===== config.mk =====
export PLATFORM = sky130hd
export DESIGN_NAME = serial_word_transmitter_flat
export DESIGN_NICKNAME = d
export VERILOG_FILES = /design/src/rtl/serial_tx_pkg.sv /design/src/rtl/serial_word_transmitter_if.sv /design/src/rtl/serial_word_transmitter_bit_counter.sv /design/src/rtl/serial_word_transmitter.sv /design/src/flat_wrapper.sv
export SDC_FILE = /design/constraint.sdc
export NUM_CORES = 1
export LEC_CHECK = 0
export CAP_MARGIN = 20
export CORE_UTILIZATION = 40
export DETAILED_ROUTE_END_ITERATION = 7
export DONT_BUFFER_PORTS = 1
export SYNTH_ARGS = -nofsm -noshare
export SYNTH_HDL_FRONTEND = slang
export SYNTH_SLANG_ARGS = --single-unit

===== constraint.sdc =====
create_clock -name clk -period 1.7 [get_ports clk]
set_clock_uncertainty 0.05 [all_clocks]
set_input_delay 0.51 -clock clk [delete_from_list [all_inputs] [get_ports clk]]
set_output_delay 0.51 -clock clk [all_outputs]
set_load 0.05 [all_outputs]

===== src/rtl/serial_tx_pkg.sv =====
// Shared types and sizing helpers for the serial word transmitter.
// Optional parity frame bit is enabled by defining SERIAL_TX_PARITY_EN.
package serial_tx_pkg;

    typedef enum logic [1:0] {
        IDLE  = 2'd0,
        SHIFT = 2'd1,
        PAR   = 2'd2,
        DONE  = 2'd3
    } tx_state_t;

    // Bit-counter width for a count range of 0..limit-1; never narrower than one bit.
    function automatic int unsigned cnt_width(input int unsigned limit);
        return (limit > 1) ? $clog2(limit) : 1;
    endfunction

endpackage


===== src/rtl/serial_word_transmitter_if.sv =====
// Load/serial bus of the serial word transmitter.
// master = word producer / serial consumer, slave = transmitter.
interface serial_word_transmitter_if #(
    parameter int unsigned WIDTH = 8
) ();

    logic [WIDTH-1:0] par_in;
    logic             load_en;
    logic             ready;
    logic             ser_out;
    logic             ser_valid;
    logic             done;

    modport master (
        output par_in,
        output load_en,
        input  ready,
        input  ser_out,
        input  ser_valid,
        input  done
    );

    modport slave (
        input  par_in,
        input  load_en,
        output ready,
        output ser_out,
        output ser_valid,
        output done
    );

endinterface


===== src/rtl/serial_word_transmitter_bit_counter.sv =====
// Clearable, enabled up-counter over 0..LIMIT-1 with a terminal-count flag.
module bit_counter
    import serial_tx_pkg::*;
#(
    parameter int unsigned LIMIT = 8
) (
    input  logic clk,
    input  logic rst,
    input  logic clr,
    input  logic en,
    output logic tc_c
);

    localparam int unsigned CW = cnt_width(LIMIT);
    localparam logic [CW-1:0] LAST = CW'(LIMIT - 1);

    logic [CW-1:0] count;

    // Holds at LAST so the count can never wrap inside a frame.
    always_ff @(posedge clk or negedge rst) begin
        if (!rst) begin
            count <= '0;
        end else if (clr) begin
            count <= '0;
        end else if (en && !tc_c) begin
            count <= count + CW'(1);
        end
    end

    assign tc_c = (count == LAST);

endmodule


===== src/rtl/serial_word_transmitter.sv =====
// Parallel-in/serial-out word transmitter with load/ready handshake and done pulse.
// Define SERIAL_TX_PARITY_EN to append an even-parity bit to every frame.
module serial_word_transmitter
    import serial_tx_pkg::*;
#(
    parameter int unsigned WIDTH     = 8,
    parameter bit          MSB_FIRST = 1'b0
) (
    input  logic                      clk,
    input  logic                      rst,
    serial_word_transmitter_if.slave  bus
);

    tx_state_t        state;
    tx_state_t        state_d;
    logic [WIDTH-1:0] sreg;
    logic [WIDTH-1:0] sreg_d;
    logic             ready_d;
    logic             ser_out_d;
    logic             ser_valid_d;
    logic             done_d;
    logic             cnt_clr;
    logic             cnt_en;
    logic             last_bit_c;
`ifdef SERIAL_TX_PARITY_EN
    logic             par_q;
    logic             par_d;
`endif

    // The bit on the wire is always the head of the shift register.
    function automatic logic head_bit(input logic [WIDTH-1:0] w);
        return MSB_FIRST ? w[WIDTH-1] : w[0];
    endfunction

    bit_counter #(
        .LIMIT (WIDTH)
    ) u_bit_counter (
        .clk  (clk),
        .rst  (rst),
        .clr  (cnt_clr),
        .en   (cnt_en),
        .tc_c (last_bit_c)
    );

    // Next state, datapath updates and next registered outputs.
    always_comb begin
        state_d   = state;
        sreg_d    = sreg;
        cnt_clr   = 1'b0;
        cnt_en    = 1'b0;
        ser_out_d = 1'b0;
`ifdef SERIAL_TX_PARITY_EN
        par_d     = par_q;
`endif

        case (state)
            IDLE, DONE: begin
                if (bus.load_en && bus.ready) begin
                    state_d = SHIFT;
                    sreg_d  = bus.par_in;
                    cnt_clr = 1'b1;
`ifdef SERIAL_TX_PARITY_EN
                    par_d   = ^bus.par_in;
`endif
                end else begin
                    state_d = IDLE;
                end
            end
            SHIFT: begin
                if (last_bit_c) begin
`ifdef SERIAL_TX_PARITY_EN
                    state_d = PAR;
`else
                    state_d = DONE;
`endif
                end else begin
                    cnt_en = 1'b1;
                    sreg_d = MSB_FIRST ? {sreg[WIDTH-2:0], 1'b0}
                                       : {1'b0, sreg[WIDTH-1:1]};
                end
            end
            PAR: begin
                state_d = DONE;
            end
            default: begin
                state_d = IDLE;
            end
        endcase

        ready_d     = (state_d == IDLE) || (state_d == DONE);
        ser_valid_d = (state_d == SHIFT) || (state_d == PAR);
        done_d      = (state_d == DONE);
        if (state_d == SHIFT) begin
            ser_out_d = head_bit(sreg_d);
        end
`ifdef SERIAL_TX_PARITY_EN
        else if (state_d == PAR) begin
            ser_out_d = par_d;
        end
`endif
    end

    // State, shift register and output registers.
    always_ff @(posedge clk or negedge rst) begin
        if (!rst) begin
            state         <= IDLE;
            sreg          <= '0;
            bus.ready     <= 1'b1;
            bus.ser_out   <= 1'b0;
            bus.ser_valid <= 1'b0;
            bus.done      <= 1'b0;
        end else begin
            state         <= state_d;
            sreg          <= sreg_d;
            bus.ready     <= ready_d;
            bus.ser_out   <= ser_out_d;
            bus.ser_valid <= ser_valid_d;
            bus.done      <= done_d;
        end
    end

`ifdef SERIAL_TX_PARITY_EN
    // Parity is fixed at the accept edge for the whole frame.
    always_ff @(posedge clk or negedge rst) begin
        if (!rst) begin
            par_q <= 1'b0;
        end else begin
            par_q <= par_d;
        end
    end
`endif

endmodule


===== src/flat_wrapper.sv =====
// flat-port wrapper written by rule: the top's interface ports become plain ports
module serial_word_transmitter_flat import serial_tx_pkg::*;
#(
    parameter int unsigned WIDTH     = 8,
    parameter bit          MSB_FIRST = 1'b0
)
  (clk, rst, bus_par_in, bus_load_en, bus_ready, bus_ser_out, bus_ser_valid, bus_done);
  serial_word_transmitter_if #(.WIDTH(WIDTH)) bus_i ();
  input  logic clk;
  input  logic rst;
  input wire logic [$bits(bus_i.par_in)-1:0] bus_par_in;
  input wire logic [$bits(bus_i.load_en)-1:0] bus_load_en;
  output wire logic [$bits(bus_i.ready)-1:0] bus_ready;
  output wire logic [$bits(bus_i.ser_out)-1:0] bus_ser_out;
  output wire logic [$bits(bus_i.ser_valid)-1:0] bus_ser_valid;
  output wire logic [$bits(bus_i.done)-1:0] bus_done;
  assign bus_i.par_in = bus_par_in;
  assign bus_i.load_en = bus_load_en;
  assign bus_ready = bus_i.ready;
  assign bus_ser_out = bus_i.ser_out;
  assign bus_ser_valid = bus_i.ser_valid;
  assign bus_done = bus_i.done;
  serial_word_transmitter #(.WIDTH(WIDTH), .MSB_FIRST(MSB_FIRST)) u_core (.clk(clk), .rst(rst), .bus(bus_i));
endmodule

==> summary.md, run 1 <==
| Metric | Value |
|---|---|
| EDFF count, synth | `0` |
| #FFs+latches synth | `17` |
| Final TNS setup | `-0.2551 ns` |
| Vias per cell | `approximately 4.9` |
| CP startpoint | `u_core.state[1]` |
| Placer Congestion | `0.7046` |
| Clk buf depth | `2` |
| Peak supply drop | `slightly below 0.001 V` |
| Ys async rst share | `1.000` |
| Cell leakage power | `approximately 0.53 nW` |
| TritonCTS Sinks | `17` |
| Clk pwr share | `0.093` |
| N_diodes | `0` |
| Fillers | `roughly 190` |
| Int Power | `between 1 and 1.5 mW` |
| Clock Latency Late Sink | `slightly below 0.3 ns` |
| Crit path kind | `flop to flop` |
| CP startpoint kind | `flop` |
| Io pins | `15` |
| Worst R2R End | `u_core.sreg[5]` |
| Share of the synthesized area in the top cell type | `0.4631` |
| Final Critical Period | `1.745 ns` |
| Setup ws final | `-0.04472 ns` |
| Global-route wire length before repair | `2911 um` |
| Mapped Cells | `around 70` |
| Min-delay worst type | `input pin to flop` |
| Synth cell types | `22` |
| Setup slack, reg-to-reg | `-0.04 ns` |
| Synth area leaders | `dfrtp_1 (46%), ha_1 (12%), mux2_4 (10%)` |
| Reg2Reg Depth | `4` |
| H-tree Lvls | `1` |
| Overall power | `2.267 mW` |
| DRT Pass-1 Iters | `3` |
| RSZ-0062 raised after global routing | `yes` |
| Core area | `between 2000 and 2500 sq um` |
| Die Wd | `around 48 um` |
| Combinational share of power | `0.570` |
| GRT Total Usage | `0.1641` |
| Failing checks | `setup timing` |
| Area grow syn2layout | `28.08%` |
| Clock slew at reported path FFs | `around 0.09 ns` |
| Cell taking the most area after synthesis | `dfrtp_1` |
| Tightest Pin Transition | `roughly 0.76 ns` |
| Dpl ws | `-0.1737 ns` |
| Slew Limit Headroom | `0.4933` |
| Yosys Warn Count | `0` |
| Root Buffer | `clkbuf_4` |
| Mux cell area share after synthesis | `0.1158` |
| Sw Share | `0.3922` |
| Sequential power share | `0.337` |
| Post-Syn Nets | `90` |
| PwrDens | `between 2000 and 2500 nW/um^2` |
| Status | `finished, violations left` |
| Final HPWL DP | `1164 um` |
| CP max FO | `7` |
| DP Area | `978.4 sq um` |
| Vias | `about 580` |
| CP endpoint | `u_core.sreg[5]` |
| P_sw | `between 0.8 and 0.9 mW` |
| Starting Density | `0.4319` |
| Xor and xnor area share after synthesis | `0.01013` |
| Seq/Total Area, Yosys | `0.4935` |
| Peak Freq | `573.2 MHz` |
| CP endpoint kind | `flop` |
| TritonCTS Buffers | `3` |
| WP data arrival | `about 1.9 ns` |
| Drt drc | `0` |
| WP data required | `approximately 1.8 ns` |
| Final Cell Area | `between 1000 and 1500 sq um` |
| Fin. max-slew vios | `0` |
| Initial antenna violation count | `0` |
| Largest net degree at the start of global routing | `18` |
| Synth Area in Adders | `0.1158` |
| Final Hold Fails | `0` |
| Largest family of logic cells by synthesized area | `compound AO/OA/AOI/OAI gates` |
| Commonest cells after routing, fill and taps aside | `dfrtp_1 (16), buf_4 (15), nand2_1 (7)` |
| Share of layout cells above drive strength 1 | `0.4396` |
| GRT overflow | `0` |
| Die ar. | `2351 sq um` |
| Commonest non-fill, non-tap cell in the layout | `dfrtp_1` |
| WL final | `about 1700 um` |
| Antenna-violating nets left | `0` |
| Nets | `roughly 110` |
| First DRT Iteration DRCs | `3` |
| Compound-Gate Fraction of Synth Area | `0.1288` |
| Syn Area/Cell | `12.18 sq um` |
| Synth Area in Simple Gates | `0.08394` |
| TritonCTS clock tree | `yes` |
| Predominant post-synthesis flop cell | `dfrtp_1` |
| Maxcap violations | `0` |
| Final Setup Violations | `8` |
| Vias in the first global route | `661` |
| Number of port buffers | `0` |
| Wire length per cell | `14.31 um` |
| Layout Utilization | `0.5531` |
| Row cnt | `16` |
| Mapped Area | `864.6 sq um` |
| Die Y | `between 40 and 50 um` |
| R2r startpoint | `u_core.state[1]` |
| Final Cycle Share | `1.026` |
==> layout make-up <==
class                      count  area [sq um]  share of cell area
clock buffer                   4         26.28             0.02373
inverter                       6         22.52             0.02034
multi-input combinational     46         452.9              0.4090
sequential                    17         426.7              0.3853
tap                           27         33.78             0.03051
timing repair buffer          18         145.1              0.1311
==> power groups by stage <==
stage / sequential, mW / clock (mW) / combinational (mW)
after detailed placement: 0.757 / 0 / 1.06
after CTS: 0.757 / 0.224 / 1.21
after floorplan: 0.774 / 0 / 0.705
final: 0.764 / 0.211 / 1.29
after global placement: 0.753 / 0 / 1.03
after global routing: 0.786 / 0.238 / 1.44
==> synthesized netlist by cell type, types with 2 or more instances <==
library cell / number
a21oi_1: 2
nor2_1: 3
ha_1: 8
nand2_1: 8
nor2b_1: 2
inv_1: 6
a22o_1: 6
dfrtp_1: 16
mux2_4: 6
buf_6: 2
==> how the worst min path moves through the flow <==
stage / from / to / slack, ns / cells after the start
6_report: bus_par_in[7] / u_core.sreg[7] / 0.31 / 2
2_1_floorplan: rst / u_core.bus.done / 0.16 / 0
3_3_place_gp: rst / u_core.bus.ser_out / 0.16 / 0
5_1_grt: bus_par_in[7] / u_core.sreg[7] / 0.32 / 2
4_1_cts: bus_par_in[7] / u_core.sreg[7] / 0.30 / 2
3_5_place_dp: rst / u_core.bus.ser_out / 0.16 / 0
==> sequential cells by signal (all words and copies together), names as in the netlist <==
name and count:
u_core.bus.ser_valid 1, u_core.sreg 8, u_core.bus.ready 1, u_core.state 2, u_core.bus.ser_out 1, u_core.u_bit_counter.count 3
u_core.bus.done 1
==> routing by layer <==
metal	global-route usage	vias to the layer above	share of wire
met4	0.04412	0	0
met5	0	-	0
li1	-	289	-
met3	0.05346	0	0.044
met1	0.1851	279	0.46
met2	0.2958	13	0.50
==> worst max-delay path, stage by stage, from the launching register on <==
cell and delay [ns]:
dfrtp_1 0.43, buf_6 0.14, ha_4 0.21, a221o_2 0.48, mux2_4 0.33
==> repair_timing <==
item / 4_1_cts / 5_1_grt
hold buffers: 1 / 0
pin swaps: 6 / 4
endpoints found under the setup margin: 9 / 10
buffers inserted: 2 / 2
resized for setup: 9 / 6
endpoints found under the hold margin: 17 / 0
==> per-stage QoR <==
step,hold slack (ns),std cells
after floorplan,0.1644,71
after global placement,0.1648,109
after detailed placement,0.1647,109
after CTS,0.2978,116
after global routing,0.3210,118
final,0.3100,118
==> logic make-up (layout without fill, tap and decap cells) <==
kind of cell | after synthesis | after routing
flip-flops | 17 | 17
AND/OR/NAND/NOR | 16 | 16
AO/OA/AOI/OAI | 14 | 14
adder cells (fa/ha/maj) | 8 | 8
buffers and inverters | 8 | 28
multiplexers | 7 | 7
XOR/XNOR | 1 | 1
No activity file was read; power rests on OpenSTA's default activity.
==> run 2: changes to the inputs <==
--- a/config.mk
+++ b/config.mk
@@ -6,6 +6,7 @@
 export NUM_CORES = 1
 export LEC_CHECK = 0
 export CAP_MARGIN = 20
+export CORE_MARGIN = 2
 export CORE_UTILIZATION = 40
 export DETAILED_ROUTE_END_ITERATION = 7
 export DONT_BUFFER_PORTS = 1
==> run 2 against run 1 <==
- the flow still finishes with violations (setup timing)
- via count down 0.52%
- sequential power hardly changed
- maximum frequency up 1.0%
- clock-buffer cell count is the same
- combinational power about the same
- die area rose by 8.4%
- cell area rose by 0.11%
- critical path depth unchanged
- total power is 0.91% lower
- sequential share of layout area barely moved
- hold slack worse by 0.0045 ns
- largest cell class unchanged
- largest power group unchanged
==> summary.md, run 2 (same netlist as run 1, synthesis figures left out) <==
| Metric | Value |
|---|---|
| Status | `finished, violations left` |
| Failing checks | `setup timing` |
| Crit path kind | `flop to flop` |
| First DRT Iteration DRCs | `6` |
| Tightest Pin Transition | `0.7712 ns` |
| Global-route wire length before repair | `around 2600 um` |
| Wire length per cell | `around 14 um` |
| Dpl ws | `-0.1574 ns` |
| Setup ws final | `-0.02712 ns` |
| Starting Density | `0.4319` |
| Worst path depth | `4` |
| Setup slack, reg-to-reg | `-0.03 ns` |
| TritonCTS clock tree | `yes` |
| WP data required | `between 1.5 and 2 ns` |
| Largest registers | `u_core.sreg (8), u_core.u_bit_counter.count (3), u_core.state (2)` |
| Peak supply drop | `roughly 0.0012 V` |
| CP endpoint kind | `flop` |
| Clk pwr share | `0.097` |
| Cell leakage power | `0.5152 nW` |
| Clk buf depth | `2` |
| Antenna-violating nets left | `0` |
| Clock Latency Late Sink | `between 0.2 and 0.3 ns` |
| Final Hold Fails | `0` |
| Die Y | `just over 50 um` |
| CP endpoint | `u_core.sreg[1]` |
| Vias per cell | `around 5.0` |
| Io pins | `15` |
| Critical path's largest stage delay | `0.47 ns` |
| Core area | `2002 sq um` |
| Slew Limit Headroom | `0.4842` |
| R2r startpoint | `u_core.u_bit_counter.count[1]` |
| Largest delay share family, worst path | `compound AO/OA/AOI/OAI gates` |
| WP data arrival | `roughly 1.9 ns` |
| P_sw | `between 0.8 and 0.9 mW` |
| Fin. max-slew vios | `0` |
| Row cnt | `16` |
| GRT Total Usage | `0.1420` |
| Final Cycle Share | `1.016` |
| Vias in the first global route | `around 590` |
| Root Buffer | `clkbuf_4` |
| Int Power | `1.358 mW` |
| Die Wd | `50.49 um` |
| Layout Utilization | `0.5538` |
| H-tree Lvls | `1` |
| Sw Share | `0.3955` |
| Overall power | `roughly 2.2 mW` |
| DRT Pass-1 Iters | `4` |
| N_diodes | `0` |
| Nets | `108` |
| Number of port buffers | `0` |
| Peak Freq | `between 500 and 600 MHz` |
| Final HPWL DP | `1131 um` |
| Commonest non-fill, non-tap cell in the layout | `dfrtp_1` |
| Worst Path Buf+Inv | `0` |
| Placer Congestion | `between 0.7 and 0.8` |
| Drt drc | `0` |
| Final TNS setup | `-0.1571 ns` |
| Max FFs per register | `8` |
| Clock slew at reported path FFs | `approximately 0.1 ns` |
| Die ar. | `approximately 2500 sq um` |
| Sequential power share | `0.340` |
| Commonest cells after routing, fill and taps aside | `dfrtp_1 (16), buf_4 (12), nand2_1 (7)` |
| Largest net degree at the start of global routing | `18` |
| TritonCTS Sinks | `17` |
| TritonCTS Buffers | `3` |
| Worst R2R End | `u_core.sreg[1]` |
| Combinational share of power | `0.563` |
| CP max FO | `7` |
| Final Setup Violations | `7` |
| Reg2Reg Depth | `4` |
| Crit-path cells | `ha_2 -> ha_4 -> a221o_2 -> mux2_4` |
| Min-delay worst type | `input pin to flop` |
| PwrDens | `2026 nW/um^2` |
| Slowest CP cell | `a221o_2` |
| GRT overflow | `0` |
| Final Critical Period | `between 1.5 and 2 ns` |
| Area grow syn2layout | `28.22%` |
| Hold_ws | `a little over 0.3 ns` |
| Biggest register | `u_core.sreg` |
| Initial antenna violation count | `0` |
| Maxcap violations | `0` |
| CP startpoint kind | `flop` |
| WL final | `1623 um` |
| CP startpoint | `u_core.u_bit_counter.count[1]` |
| Share of layout cells above drive strength 1 | `0.4545` |
| RSZ-0062 raised after global routing | `yes` |
| Vias | `a little under 600` |
## run 2: cell count changes in the layout (fill, tap and decap cells not counted)
| cell | before | now |
|---|---|---|
| buf_4 | 15 | 12 |
| a22oi_1 | 1 | 0 |
| a22oi_2 | 0 | 1 |
| and3_2 | 1 | 0 |
| and3_4 | 0 | 1 |
| ha_1 | 3 | 2 |
| ha_4 | 3 | 4 |
| nor2b_1 | 2 | 1 |
| nor2b_2 | 0 | 1 |
## run 2: power groups by stage
stage / logic [mW] / registers, mW / clock network (mW)
after CTS: 1.21 / 0.751 / 0.226
after global placement: 1.06 / 0.756 / 0
final: 1.26 / 0.765 / 0.217
after floorplan: 0.705 / 0.774 / 0
after global routing: 1.39 / 0.782 / 0.239
after detailed placement: 1.08 / 0.753 / 0
## run 2: worst min path at each step
stage / from / slack [ns] / cells after the start / endpoint
detailed placement: rst / 0.16 / 0 / u_core.sreg[0]
finish: bus_par_in[7] / 0.31 / 2 / u_core.sreg[7]
global route: bus_par_in[7] / 0.32 / 2 / u_core.sreg[7]
floorplan: rst / 0.16 / 0 / u_core.bus.done
global placement: rst / 0.16 / 0 / u_core.sreg[0]
CTS: bus_par_in[7] / 0.30 / 2 / u_core.sreg[7]
## run 2: final cells by class
type,count,area [sq um]
multi-input combinational,46,476.7
fill,183,893.4
timing repair buffer,15,122.6
clock buffer,4,26.28
tap,27,33.78
sequential,17,426.7
inverter,6,22.52
## run 2: routing by layer
layer  GRT usage  share of wire  vias to the layer above
met5           0              0                        -
met4     0.06757         0.0092                        0
met3     0.03571          0.025                        2
met2      0.2149           0.48                        8
met1      0.1900           0.49                      288
li1            -              -                      280
## run 2: per-stage QoR
stage / std cells / cell area [sq um]
floorplan: 71 / 869.6
global placement: 110 / 985.9
detailed placement: 110 / 985.9
finish: 115 / 1109
CTS: 115 / 1062
global route: 115 / 1109
## run 2: what timing repair did
item	4_1_cts	5_1_grt
endpoints found under the hold margin	17	0
gates resized for setup	10	10
hold buffers	1	0
endpoints found under the setup margin	8	10
pin swaps	6	5
setup buffers	0	1
